File: src/rtl/nco_sweep_pkg.sv
// Shared types and defaults for the NCO frequency-sweep controller.
package nco_sweep_pkg;

  localparam int PHI_W_DEF   = 16;
  localparam int DWELL_W_DEF = 16;
  localparam logic [15:0] HOP_IDX_MAX = 16'hFFFF;

  typedef enum logic [2:0] {
    ST_IDLE,
    ST_PRIME,
    ST_DWELL,
    ST_STEP,
    ST_DONE
  } state_t;

endpackage

File: src/rtl/nco_sweep_ctrl_if.sv
// Controller-to-NCO link: phase increment and clock enable out, sample valid back.
interface nco_sweep_ctrl_if
  import nco_sweep_pkg::*;
#(
  parameter int PHI_W = PHI_W_DEF
);
  logic [PHI_W-1:0] phi_inc_o;
  logic             nco_clken_o;
  logic             nco_valid_i;

  modport master (output phi_inc_o, output nco_clken_o, input nco_valid_i);
  modport slave  (input phi_inc_o, input nco_clken_o, output nco_valid_i);
endinterface

File: src/rtl/nco_dwell_cnt.sv
// Down-counter for valid NCO samples within one hop; load wins over enable.
module nco_dwell_cnt #(
  parameter int DWELL_W = 16
) (
  input  logic               clk,
  input  logic               reset_n,
  input  logic               load,
  input  logic [DWELL_W-1:0] load_val,
  input  logic               en,
  output logic               zero
);

  logic [DWELL_W-1:0] cnt;

  always_ff @(posedge clk) begin
    if (!reset_n) begin
      cnt <= '0;
    end else if (load) begin
      cnt <= load_val;
    end else if (en && (cnt != '0)) begin
      cnt <= cnt - 1'b1;
    end
  end

  assign zero = (cnt == '0);

endmodule

File: src/rtl/nco_sweep_ctrl.sv
// Stepped phase-increment sweep FSM driving an NCO, dwelling a fixed number of valid samples per hop.
// Optional build macro NCO_SWEEP_PINGPONG_EN: continuous mode bounces between bounds instead of sawtooth.
module nco_sweep_ctrl
  import nco_sweep_pkg::*;
#(
  parameter int PHI_W   = PHI_W_DEF,
  parameter int DWELL_W = DWELL_W_DEF
) (
  input  logic               clk,
  input  logic               reset_n,
  input  logic               start,
  input  logic               abort,
  input  logic [PHI_W-1:0]   cfg_start_inc,
  input  logic [PHI_W-1:0]   cfg_stop_inc,
  input  logic [PHI_W-1:0]   cfg_step,
  input  logic [DWELL_W-1:0] cfg_dwell,
  input  logic               cfg_continuous,
  nco_sweep_ctrl_if.master   nco,
  output logic [15:0]        hop_idx,
  output logic               busy,
  output logic               done
);

  function automatic logic [15:0] sat_inc(input logic [15:0] h);
    return (h == HOP_IDX_MAX) ? h : h + 16'd1;
  endfunction

  function automatic logic [DWELL_W-1:0] dwell_reload(input logic [DWELL_W-1:0] d);
    return (d == '0) ? '0 : d - 1'b1;
  endfunction

  state_t             state;
  logic [PHI_W-1:0]   phi_q;
  logic               clken_q;
  logic [PHI_W-1:0]   start_q;
  logic [PHI_W-1:0]   stop_q;
  logic [PHI_W-1:0]   step_q;
  logic [DWELL_W-1:0] dwell_q;
  logic               cont_q;

  // One extra bit so a sum past the top of the range never aliases below stop.
  logic [PHI_W:0] nxt_up;
  logic           up_ok;
  assign nxt_up = {1'b0, phi_q} + {1'b0, step_q};
  assign up_ok  = (nxt_up <= {1'b0, stop_q}) && (step_q != '0);

`ifdef NCO_SWEEP_PINGPONG_EN
  logic           dir_down;
  logic [PHI_W:0] nxt_dn;
  logic           dn_ok;
  assign nxt_dn = {1'b0, phi_q} - {1'b0, step_q};
  assign dn_ok  = !nxt_dn[PHI_W] && (nxt_dn[PHI_W-1:0] >= start_q);
`endif

  logic cnt_load;
  logic cnt_en;
  logic cnt_zero;

  assign cnt_load = !abort &&
                    (((state == ST_PRIME) && nco.nco_valid_i) || (state == ST_STEP));
  assign cnt_en   = (state == ST_DWELL) && nco.nco_valid_i;

  nco_dwell_cnt #(.DWELL_W(DWELL_W)) u_dwell_cnt (
    .clk      (clk),
    .reset_n  (reset_n),
    .load     (cnt_load),
    .load_val (dwell_reload(dwell_q)),
    .en       (cnt_en),
    .zero     (cnt_zero)
  );

  always_ff @(posedge clk) begin
    if (!reset_n) begin
      state    <= ST_IDLE;
      phi_q    <= '0;
      hop_idx  <= '0;
      busy     <= 1'b0;
      done     <= 1'b0;
      clken_q  <= 1'b0;
      start_q  <= '0;
      stop_q   <= '0;
      step_q   <= '0;
      dwell_q  <= '0;
      cont_q   <= 1'b0;
`ifdef NCO_SWEEP_PINGPONG_EN
      dir_down <= 1'b0;
`endif
    end else begin
      done <= 1'b0;
      if (abort) begin
        state   <= ST_IDLE;
        busy    <= 1'b0;
        clken_q <= 1'b0;
      end else begin
        case (state)
          ST_IDLE: begin
            if (start) begin
              start_q  <= cfg_start_inc;
              stop_q   <= cfg_stop_inc;
              step_q   <= cfg_step;
              dwell_q  <= cfg_dwell;
              cont_q   <= cfg_continuous;
              phi_q    <= cfg_start_inc;
              hop_idx  <= '0;
              busy     <= 1'b1;
              clken_q  <= 1'b1;
`ifdef NCO_SWEEP_PINGPONG_EN
              dir_down <= 1'b0;
`endif
              state    <= ST_PRIME;
            end
          end
          ST_PRIME: begin
            if (nco.nco_valid_i) state <= ST_DWELL;
          end
          ST_DWELL: begin
            if (nco.nco_valid_i && cnt_zero) state <= ST_STEP;
          end
          ST_STEP: begin
`ifdef NCO_SWEEP_PINGPONG_EN
            if (dir_down) begin
              if (dn_ok) begin
                phi_q <= nxt_dn[PHI_W-1:0];
              end else begin
                dir_down <= 1'b0;
                phi_q    <= nxt_up[PHI_W-1:0];
              end
              hop_idx <= sat_inc(hop_idx);
              state   <= ST_DWELL;
            end else
`endif
            if (up_ok) begin
              phi_q   <= nxt_up[PHI_W-1:0];
              hop_idx <= sat_inc(hop_idx);
              state   <= ST_DWELL;
            end else if (cont_q) begin
`ifdef NCO_SWEEP_PINGPONG_EN
              dir_down <= 1'b1;
              phi_q    <= nxt_dn[PHI_W-1:0];
`else
              phi_q    <= start_q;
`endif
              hop_idx <= sat_inc(hop_idx);
              state   <= ST_DWELL;
            end else begin
              done    <= 1'b1;
              clken_q <= 1'b0;
              state   <= ST_DONE;
            end
          end
          ST_DONE: begin
            busy  <= 1'b0;
            state <= ST_IDLE;
          end
          default: begin
            busy    <= 1'b0;
            clken_q <= 1'b0;
            state   <= ST_IDLE;
          end
        endcase
      end
    end
  end

  assign nco.phi_inc_o   = phi_q;
  assign nco.nco_clken_o = clken_q;

endmodule

File: src/flat_wrapper.sv
// flat-port wrapper written by rule: the top's interface ports become plain ports
module nco_sweep_ctrl_flat import nco_sweep_pkg::*;
#(
  parameter int PHI_W   = PHI_W_DEF,
  parameter int DWELL_W = DWELL_W_DEF
)
  (clk, reset_n, start, abort, cfg_start_inc, cfg_stop_inc, cfg_step, cfg_dwell, cfg_continuous, hop_idx, busy, done, nco_phi_inc_o, nco_nco_clken_o, nco_nco_valid_i);
  nco_sweep_ctrl_if #(.PHI_W(PHI_W)) nco_i ();
  input  logic clk;
  input  logic reset_n;
  input  logic start;
  input  logic abort;
  input  logic [PHI_W-1:0] cfg_start_inc;
  input  logic [PHI_W-1:0] cfg_stop_inc;
  input  logic [PHI_W-1:0] cfg_step;
  input  logic [DWELL_W-1:0] cfg_dwell;
  input  logic cfg_continuous;
  output logic [15:0] hop_idx;
  output logic busy;
  output logic done;
  output wire logic [$bits(nco_i.phi_inc_o)-1:0] nco_phi_inc_o;
  output wire logic [$bits(nco_i.nco_clken_o)-1:0] nco_nco_clken_o;
  input wire logic [$bits(nco_i.nco_valid_i)-1:0] nco_nco_valid_i;
  assign nco_phi_inc_o = nco_i.phi_inc_o;
  assign nco_nco_clken_o = nco_i.nco_clken_o;
  assign nco_i.nco_valid_i = nco_nco_valid_i;
  nco_sweep_ctrl #(.PHI_W(PHI_W), .DWELL_W(DWELL_W)) u_core (.clk(clk), .reset_n(reset_n), .start(start), .abort(abort), .cfg_start_inc(cfg_start_inc), .cfg_stop_inc(cfg_stop_inc), .cfg_step(cfg_step), .cfg_dwell(cfg_dwell), .cfg_continuous(cfg_continuous), .nco(nco_i), .hop_idx(hop_idx), .busy(busy), .done(done));
endmodule
File: config.mk
export PLATFORM = sky130hd
export DESIGN_NAME = nco_sweep_ctrl_flat
export DESIGN_NICKNAME = d
export VERILOG_FILES = /design/src/rtl/nco_sweep_pkg.sv /design/src/rtl/nco_sweep_ctrl_if.sv /design/src/rtl/nco_dwell_cnt.sv /design/src/rtl/nco_sweep_ctrl.sv /design/src/flat_wrapper.sv
export SDC_FILE = /design/constraint.sdc
export NUM_CORES = 1
export LEC_CHECK = 0
export CORE_MARGIN = 5
export CORE_UTILIZATION = 49
export DETAILED_ROUTE_END_ITERATION = 16
export HOLD_SLACK_MARGIN = 0.03
export PLACE_DENSITY = 0.77
export SKIP_LAST_GASP = 1
export SLEW_MARGIN = 20
export SYNTH_ARGS = -nofsm -noshare
export SYNTH_HDL_FRONTEND = slang
export SYNTH_SLANG_ARGS = --single-unit
File: constraint.sdc
create_clock -name clk -period 4.5 [get_ports clk]
set_input_delay 1.35 -clock clk [delete_from_list [all_inputs] [get_ports clk]]
set_output_delay 1.35 -clock clk [all_outputs]
set_load 0.01 [all_outputs]
; ---- Word-level counts from Yosys, hierarchy flattened
; Index checks and enable logic that the tools add are counted.
[word_totals]
inputBits = 70
latch_bits = 0
out_inout_bits = 35
ff_bits = 119
ram_bits = 0
romBits = 0
mem_count = 0
[classes]
n_reduce_logical = 24
add_sub_neg = 4
shift = 0
n_div = 0
mul = 0
n_lt_le_gt_ge = 1
eq_ne = 11
mux = 24
bitwise = 5
[op_table]
columns = op, n
row1 = two-way mux 16 bit, 10
row2 = one-hot mux 16 bit (2 select lines), 2
row3 = logical NOT 16 bit, 2
row4 = nonzero test 16 bit, 2
row5 = "subtractor 16 x 1 -> 16 bit, second input constant", 2
row6 = adder 16 x 16 -> 17 bit, 1
row7 = <= comparator 17 x 16 -> 1 bit, 1
row8 = "adder 16 x 1 -> 16 bit, second input constant", 1
row9 = "== test 16 bit, second input constant", 1
row10 = two-way mux 3 bit, 5
row11 = one-hot mux 3 bit (4 select lines), 1
row12 = "!= test 2 bit, second input constant", 5
row13 = AND reduction 4 bit, 2
row14 = "== test 3 x 2 -> 1 bit, second input constant", 2
row15 = logical AND 1 bit, 6
row16 = AND reduction 3 bit, 2
row17 = OR reduction 3 bit, 2
row18 = inverter 1 bit, 5
row19 = two-way mux 1 bit, 4
row20 = nonzero test 2 bit, 2
row21 = OR reduction 4 bit, 1
row22 = "== test 3 x 1 -> 1 bit, second input constant", 1
row23 = "== test 3 bit, second input constant", 1
row24 = logical NOT 3 bit, 1
row25 = other kinds (7), 7

; ---- Logic depth before layout (Yosys ltp)
; Gate-level depths: netlist (run 1).
[depth]
word_depth = 5
depth_mapped = 21
mapped_depth_nobuf = 19

; ---- By module
; From an unflattened synthesis (run 1), not the netlist that was laid out.
[unflattened]
cells_unflattened = 877
area_unflattened_um2 = 6687.7
[modules_own_cells]
columns = module, cells_each, area_each_um2, instances, seq_area_each_um2
row1 = nco_sweep_ctrl, 754, 5710.5, 1, 2062.0
row2 = nco_dwell_cnt, 123, 977.2, 1, 320.3

; ---- Worst setup path after synthesis (run 1)
; Ideal clock, no wire load.
[synth_path]
path_type = flip-flop to flip-flop
startpoint = register u_core.phi_q[0], in the netlist u_core.nco.phi_inc_o[0]
endpoint = register u_core.phi_q[10], in the netlist u_core.nco.phi_inc_o[10]
path_stages_with_launch = 20
setup_time_ns = 0.116
arrival_time_ns = 4.405
required_time_ns = 4.384
path_buffers = 2
slack_ns = -0.021
synth_period_minus_slack_ns = 4.521
path_cell_list = dfxtp_1 ha_1 fa_1 a211oi_1 o21ai_1 a31oi_1 o21ai_1 a21o_1 a21oi_1 xnor2_1 ha_1 a2111o_1 a221oi_1 a21oi_1 nor3_1 buf_2 buf_2 mux2i_1 a211oi_1 a31o_2
[synth_between]
elab_chain_len = 5
elab_cells_between_ends = 7
cone_classes = add/sub: 1 / order compare: 1 / eq/ne: 1 / mux: 2 / reduce/logical: 2
[synth_rtl]
columns = element, line_no
row1 = start: declaration, nco_sweep_ctrl.sv:33  ; logic [PHI_W-1:0] phi_q;
row2 = start signal: assignment, nco_sweep_ctrl.sv:103  ; phi_q <= cfg_start_inc;
row3 = start signal: assignment, nco_sweep_ctrl.sv:133  ; phi_q <= nxt_up[PHI_W-1:0];
row4 = start signal: assignment, nco_sweep_ctrl.sv:141  ; phi_q <= start_q;
row5 = adder 16 x 16 -> 17 bit *, nco_sweep_ctrl.sv:44  ; assign nxt_up = {1'b0, phi_q} + {1'b0, step_q};
row6 = <= comparator 17 x 16 -> 1 bit, nco_sweep_ctrl.sv:45  ; assign up_ok = (nxt_up <= {1'b0, stop_q}) && (step_q != '0);
row7 = logical AND 1 bit, nco_sweep_ctrl.sv:45
row8 = != test 3 x 1 -> 1 bit (no line) or two-way mux 16 bit (tied branches), --
row9 = AND reduction 4 bit (no line) or one-hot mux 16 bit (2 select lines) (tied branches), --
; Mark *: on every way between the ends. The rest lies on a longest branch, timed or not.
; A chain may end at the register's enable or synchronous reset.

; ---- Worst setup path in the final report (run 1)
[layout_path]
startpoint = register u_core.phi_q[0], in the netlist u_core.nco.phi_inc_o[0]
endpoint = register u_core.hop_idx[2]
[layout_between]
elab_chain_len = 5
elab_cells_between_ends = 7
cone_classes = add/sub: 1 / order compare: 1 / eq/ne: 1 / mux: 2 / reduce/logical: 2
[layout_rtl]
columns = element, line_no
row1 = adder 16 x 16 -> 17 bit *, nco_sweep_ctrl.sv:44
row2 = <= comparator 17 x 16 -> 1 bit *, nco_sweep_ctrl.sv:45
row3 = logical AND 1 bit *, nco_sweep_ctrl.sv:45
row4 = != test 3 x 1 -> 1 bit (no line) or two-way mux 16 bit (tied branches), --
row5 = AND reduction 4 bit (no line) or one-hot mux 16 bit (2 select lines) (tied branches), --
row6 = end signal: assignment, nco_sweep_ctrl.sv:134  ; hop_idx <= sat_inc(hop_idx);
row7 = end signal: assignment, nco_sweep_ctrl.sv:143  ; hop_idx <= sat_inc(hop_idx);
row8 = end: declaration, nco_sweep_ctrl.sv:19  ; output logic [15:0] hop_idx,
; Marks and branches as above.

==> results of run 1 <==
==> final cells by class <==
type | count | area (sq um) | share of cell area (%)
clock buffer | 21 | 470 | 5.37
clock inverter | 10 | 150 | 1.72
inverter | 32 | 120 | 1.37
multi-input combinational | 659 | 4050 | 46.3
sequential | 119 | 2380 | 27.2
tap | 176 | 220 | 2.52
timing repair buffer | 143 | 1360 | 15.5
==> cell usage in the layout (no fill, tap or decap), types with 17 or more instances in the layout <==
| master | count |
|---|---|
| a211oi_1 | 19 |
| a21oi_1 | 115 |
| buf_4 | 35 |
| clkbuf_16 | 17 |
| clkdlybuf4s50_1 | 104 |
| dfxtp_1 | 119 |
| ha_1 | 34 |
| inv_1 | 31 |
| nand2_1 | 158 |
| nand3_1 | 19 |
| nor2_1 | 48 |
| o21ai_0 | 47 |
| xnor2_1 | 17 |
==> sequential cells by signal, summed over array words and instances (netlist names) <==
signal / cells
u_core.busy: 1
u_core.cont_q: 1
u_core.done: 1
u_core.dwell_q: 16
u_core.hop_idx: 16
u_core.nco.nco_clken_o: 1
u_core.nco.phi_inc_o: 16
u_core.start_q: 16
u_core.state: 3
u_core.step_q: 16
u_core.stop_q: 16
u_core.u_dwell_cnt.cnt: 16
==> kinds of logic after synthesis <==
| group | synth area share [%] |
|---|---|
| fa+ha+maj | 6.90 |
| flops | 35.9 |
| mux | 1.98 |
| compound gates | 24.8 |
| buf+inv | 5.24 |
| xor+xnor | 3.56 |
| simple gates | 21.7 |
==> routing by layer <==
layer,share of wire [%],track usage (%),vias up,wire (um)
met4,2.4,8.77,0,471
met5,0,0,-,0
met1,45,30.4,3173,8680
met2,47,38.4,239,9100
met3,6.3,5.84,43,1220
li1,-,-,3290,-
==> synth_stat cells, drive strengths merged, types with 4 or more instances <==
cell | n | area (sq um)
or3 | 7 | 45.1
a31o | 11 | 96.3
mux2i | 12 | 120
nor2 | 50 | 188
xnor2 | 18 | 158
xor2 | 9 | 78.8
nor4 | 9 | 71.3
nand2 | 159 | 599
clkbuf | 35 | 161
and3 | 7 | 43.8
nand3 | 20 | 100
o21a | 4 | 30.0
nor3b | 5 | 37.5
a41oi | 4 | 35.0
a211oi | 20 | 150
o211ai | 6 | 45.0
ha | 35 | 438
o21ai | 51 | 255
nor3 | 21 | 121
nand2b | 8 | 50.1
o221a | 4 | 45.0
buf | 10 | 66.3
or4 | 4 | 33.8
a21o | 15 | 113
inv | 32 | 120
a21oi | 119 | 596
a31oi | 10 | 62.6
dfxtp | 119 | 2380
o31ai | 5 | 42.5
nand4 | 8 | 50.1
nor2b | 5 | 33.8
==> how the worst min path moves through the flow <==
stage / endpoint / cells past startpoint / from / slack (ns)
finish: u_core.start_q[13]$_SDFFE_PN0P_ / 2 / u_core.start_q[13]$_SDFFE_PN0P_ / 0.45
global route: u_core.stop_q[14]$_SDFFE_PN0P_ / 2 / u_core.stop_q[14]$_SDFFE_PN0P_ / 0.48
CTS: u_core.stop_q[2]$_SDFFE_PN0P_ / 2 / u_core.stop_q[2]$_SDFFE_PN0P_ / 0.45
detailed placement: u_core.stop_q[2]$_SDFFE_PN0P_ / 2 / u_core.stop_q[2]$_SDFFE_PN0P_ / 0.45
global placement: u_core.start_q[2]$_SDFFE_PN0P_ / 2 / u_core.start_q[2]$_SDFFE_PN0P_ / 0.44
floorplan: u_core.start_q[15]$_SDFFE_PN0P_ / 2 / u_core.start_q[15]$_SDFFE_PN0P_ / 0.43
==> critical path, delay by kind of cell (launching register included) <==
family	cells	cell delay [ns]
xor gates and xnor gates	1	0.15
AOI/OAI and AO/OA	12	2.55
adders and majority gates	3	0.89
and+or+nand+nor	1	0.13
buffers and inverters	2	0.35
DFF	1	0.32
==> power by group through the flow <==
stage          clock network (mW)  logic, mW  registers [mW]
2_1_floorplan                   0      0.373            1.15
3_3_place_gp                    0      0.578            1.16
3_5_place_dp                    0      0.587            1.16
4_1_cts                      1.44      0.606            1.14
5_1_grt                      1.50      0.734            1.14
6_report                     1.43      0.679            1.14
==> what timing repair did <==
item                       4_1_cts  5_1_grt
buffers inserted                 3        8
pin swaps                        4       17
hold buffers                     0        0
resized for setup                5       19
cloned                           1        2
setup endpoints to repair       32       33
==> results.toml, run 1 <==
[setup_path]
crit_path_top_delay_cell = "a2111o_1"
start_kind = "flip-flop"
crit_start = "u_core.nco.phi_inc_o[0]$_SDFFE_PN0P_"
critPathRequiredTime_ns = 4.81
crit_chain = "ha_2 > fa_2 > a211oi_2 > o21ai_2 > a31oi_2 > o21ai_2 > a21o_1 > a21oi_2 > xnor2_2 > ha_1 > a2111o_1 > a221oi_2 > a21oi_2 > buf_4 > o31a_1 > nor3_2 > buf_4 > a21oi_1 > a311oi_1"
setup.worst_path.class = "reg2reg"
path_max_fanout = 6
rrSetupSlack_ns = 0.02
cp_slowest_stage_delay_ns = 0.40
worstSetupEndpointType = "flip-flop"
crit_end = "u_core.hop_idx[2]$_SDFFE_PN0P_"
r2r_cells = 19
crit_arrival_ns = 4.80
r2r_start = "u_core.nco.phi_inc_o[0]$_SDFFE_PN0P_"
r2r_end = "u_core.hop_idx[2]$_SDFFE_PN0P_"

[logic_synthesis]
syn-num-nets = 958
ys_seq_area_share_pct = 35.9
syn_area_per_cell_sq_um = 7.79
syn_area_sq_mm = 0.00664
async_flop_share_pct = 0
synth-seq-cells = 119
synth_warnings = 0
synth-edff-count = 0
synth.distinct_cells = 69
ys.flop_type = "dfxtp_1"
syn_inst = 852

[sta]
timing.fmax_mhz = 223
whs_ns = 0.450
skew_ns = 0.00586
hold_violations = 0
fin_tns_setup_ns = 0
worstMarginPinSlew_ns = 0.878
setup_violations = 0
slew_headroom_pct = 41.2
timing.final.crit_share_pct = 99.6
slew_viol_final = 0
fin_ws_ns = 0.0162
rsz0062_at_grt = "true"
min_period_ns = 4.48

[floorplanning]
fp-row-count = 42
coreArea_sq_mm = 0.0132
dieArea_sq_mm = 0.0160
ios = 105
die-height_um = 126
die_x_um = 126
start_util_pct = 50.1

[finish]
final_cell_area_sq_mm = 0.00875
n_antenna_cell = 0
nets = 1078
final_util_pct = 66.1
stdcell_count = 1160
drive_above_1_share_pct = 12.0
nFillCells = 1126
area_growth_pct = 31.9

[global_route]
grt_overflow = 0
track_usage_pct = 23.6
grt_pass1_wl_mm = 31.1
grt_pass1_vias = 6328
grt_antenna_before_repair = 0
grt_max_degree = 50

[placed_design]
portBuffers = 104
gp_congestion = 0.895
place_hpwl_mm = 13.3
placed_cells = 1115
place_area_sq_mm = 0.00791
pre_cts_ws_ns = -0.317

[cts]
cts_max_level = 4
cts_tree = "built"
cts_root_buf = "clkbuf_16"
clk_pin_slew_ns = 0.05
clock_latency_ns = 0.42
cts_made_buffers = 17
cts.sinks = 119
cts_buffer_depth = 2

[route]
drc_errors = 0
drt_first_pass_iters = 5
wl_mm = 19.5
antenna_left = 0
wire_per_inst_um = 16.8
drtIter0Drc = 610
avgViaCountPerCell = 5.81
num_vias = 6745

[power_and_ir_drop]
clkPwrFrac_pct = 44.0
p_switching_mw = 0.865
power_mw = 3.24
p_sw_share_pct = 26.7
p_seq_share_pct = 35.1
max-vdd-ir-drop_mv = 0.289
p_int_mw = 2.38
share_comb_of_total_power_pct = 20.9
leakage_nw = 3.40
p_per_area_mw_per_mm2 = 370

[hold_path]
min_path_type = "reg2reg"

[run_status]
status = "complete, no violations"

[flow_run]
drv_cap = 0
No activity file was read; power rests on OpenSTA's default activity.
==> run 2, diff against run 1 <==
CORE_UTILIZATION = 25   (was 49)
PLACE_DENSITY = 0.54   (was 0.77)
==> run 2 against run 1 <==
Net effect: global-route usage shrank 9.8 points; count of clock-buffer cells in the layout fell by 2; clock skew is 0.0039 ns higher; core utilization is 32 points lower; hold slack better by 0.0053 ns; register-to-register slack better by 0.19 ns; die area up 87%; wire length up 8.4%; sequential share of layout area decreased by 0.30 points; combinational power shrank 7.1%; flip-flop and latch count stayed put; critical path depth down 1.
==> results.toml, run 2 (synthesized netlist as in run 1, its figures left out) <==
[route]
wl_mm = 21.1
drtIter0Drc = 290
drt_first_pass_iters = 6
num_vias = 6517
avgViaCountPerCell = 4.97
antenna_left = 0
drc_errors = 0
wire_per_inst_um = 16.1

[global_route]
grt_max_degree = 66
grt_antenna_before_repair = 0
track_usage_pct = 13.8
grt_overflow = 0
grt_pass1_wl_mm = 33.6
grt_pass1_vias = 6279

[hold_path]
hold_path_startpoint = "u_core.stop_q[4]$_SDFFE_PN0P_"
min_to = "u_core.stop_q[4]$_SDFFE_PN0P_"
holdPathStages = 2
min_path_type = "reg2reg"

[sta]
worstMarginPinSlew_ns = 0.959
timing.fmax_mhz = 233
min_period_ns = 4.30
slew_viol_final = 0
setup_violations = 0
skew_ns = 0.00980
hold_violations = 0
fin_tns_setup_ns = 0
timing.final.crit_share_pct = 95.5
whs_ns = 0.455
fin_ws_ns = 0.202
slew_headroom_pct = 35.9

[finish]
area_growth_pct = 33.4
nets = 1070
multi_input_area_sq_mm = 0.00399
final_cell_mix = "158 x nand2_1, 119 x dfxtp_1, 116 x a21oi_1, 104 x clkdlybuf4s50_1, 49 x nor2_1"
n_antenna_cell = 0
nFillCells = 2792
drive_above_1_share_pct = 10.5
seqCellArea_sq_mm = 0.00238
final_common_cell = "nand2_1"

[flow_run]
drv_cap = 0

[cts]
clk_pin_slew_ns = 0.06
holdBufCountCts = 0
cts.sinks = 119
cts_root_buf = "clkbuf_16"
cts_max_level = 4
cts_buffer_depth = 2
cts_tree = "built"
cts_made_buffers = 17
clock_latency_ns = 0.43

[setup_path]
worstSetupEndpointType = "flip-flop"
path_delay_family = "compound AO/OA/AOI/OAI gates"
rrSetupSlack_ns = 0.20
start_kind = "flip-flop"
crit_start = "u_core.nco.phi_inc_o[0]$_SDFFE_PN0P_"
crit_chain = "ha_1 > fa_2 > a211oi_2 > o21ai_1 > a31oi_1 > o21ai_1 > a21o_1 > a21oi_2 > xnor2_2 > ha_1 > a2111o_1 > a221oi_2 > a21oi_4 > o31a_1 > nor3_1 > buf_4 > a41oi_1 > a211oi_1"
crit_path_top_delay_cell = "a2111o_1"
path_buf_inv = 1
path_max_fanout = 6
crit_arrival_ns = 4.64
setup.worst_path.class = "reg2reg"
r2r_start = "u_core.nco.phi_inc_o[0]$_SDFFE_PN0P_"
critPathRequiredTime_ns = 4.84
r2r_cells = 18
cp_slowest_stage_delay_ns = 0.43
r2r_end = "u_core.hop_idx[6]$_SDFFE_PN0P_"

[floorplanning]
start_util_pct = 25.4
coreArea_sq_mm = 0.0261
fp-row-count = 59
dieArea_sq_mm = 0.0299
die-height_um = 173
ios = 105
die_x_um = 173

[power_and_ir_drop]
power_mw = 3.22
leakage_nw = 3.34
max-vdd-ir-drop_mv = 0.214
p_per_area_mw_per_mm2 = 364

[placed_design]
place_hpwl_mm = 15.5
pre_cts_ws_ns = -0.0543
portBuffers = 104
gp_congestion = 0.823

[run_status]
status = "complete, no violations"
-- run 2: changes by cell type in the layout (fill, tap and decap cells not counted), moves of 2 or more --
| cell | change |
|---|---|
| a21oi_2 | -2 |
| a21oi_4 | -2 |
| buf_4 | -3 |
| buf_6 | -3 |
| clkbuf_8 | -2 |
| clkinv_2 | -4 |
| clkinvlp_4 | +5 |
| nor3_1 | +2 |
| nor3_2 | -3 |
| o21ai_2 | -2 |
-- run 2: where the power goes --
group / switching [mW] / total [mW] / leakage (nW) / internal (mW)
combinational: 0.339 / 0.631 / 2.09 / 0.292
sequential: 0.0392 / 1.14 / 0.968 / 1.10
clock: 0.521 / 1.46 / 0.287 / 0.936
total: 0.899 / 3.22 / 3.34 / 2.33
-- run 2: worst max-delay path by stage --
| stage | endpoint | slack [ns] | cells after the start |
|---|---|---|---|
| after floorplan | u_core.nco.phi_inc_o[10]$_SDFFE_PN0P_ | 0.03 | 19 |
| after CTS | u_core.nco.phi_inc_o[8]$_SDFFE_PN0P_ | 0.06 | 19 |
| final | u_core.hop_idx[6]$_SDFFE_PN0P_ | 0.20 | 18 |
| after global routing | u_core.hop_idx[6]$_SDFFE_PN0P_ | -0.03 | 18 |
| after global placement | u_core.hop_idx[11]$_SDFFE_PN0P_ | 0.04 | 17 |
| after detailed placement | u_core.hop_idx[11]$_SDFFE_PN0P_ | -0.05 | 17 |
-- run 2: routing by layer --
layer / vias up / part of all wire (%) / global-route usage (%)
li1: 3274 / - / -
met1: 3083 / 45 / 17.4
met2: 140 / 50 / 24.0
met3: 20 / 4.0 / 3.14
met4: 0 / 1.3 / 3.49
met5: - / 0 / 0
-- run 2: final cells by class --
class                   count  share of cell area, %
multi-input cells         656                   45.1
repair buffers            138                   14.9
well taps                 335                   4.74
inverters                  32                   1.36
clock buffers              19                   5.00
flip-flops and latches    119                   26.9
clock inverters            12                   1.99
-- run 2: metrics by stage --
step	utilization [%]	instance area, sq um	cells
2_1_floorplan	-	6640	852
3_3_place_gp	31.2	8160	1279
3_5_place_dp	31.2	8160	1279
4_1_cts	33.6	8780	1310
5_1_grt	33.9	8850	1311
6_report	33.9	8850	1311
-- run 2: worst register-to-register path, cell delays in order (launching register included) --
cell      delay [ns]
dfxtp_1         0.31
ha_1            0.23
fa_2            0.36
a211oi_2        0.26
o21ai_1         0.10
a31oi_1         0.22
o21ai_1         0.11
a21o_1          0.19
a21oi_2         0.16
xnor2_2         0.15
ha_1            0.27
a2111o_1        0.43
a221oi_2        0.27
a21oi_4         0.14
o31a_1          0.35
nor3_1          0.14
buf_4           0.18
a41oi_1         0.13
a211oi_1        0.22
-- run 2: timing repair --
| item | 4_1_cts | 5_1_grt |
|---|---|---|
| gates resized for setup | 2 | 10 |
| pin swaps | 1 | 11 |
| setup buffers | 0 | 1 |
| setup endpoints to repair | 17 | 32 |
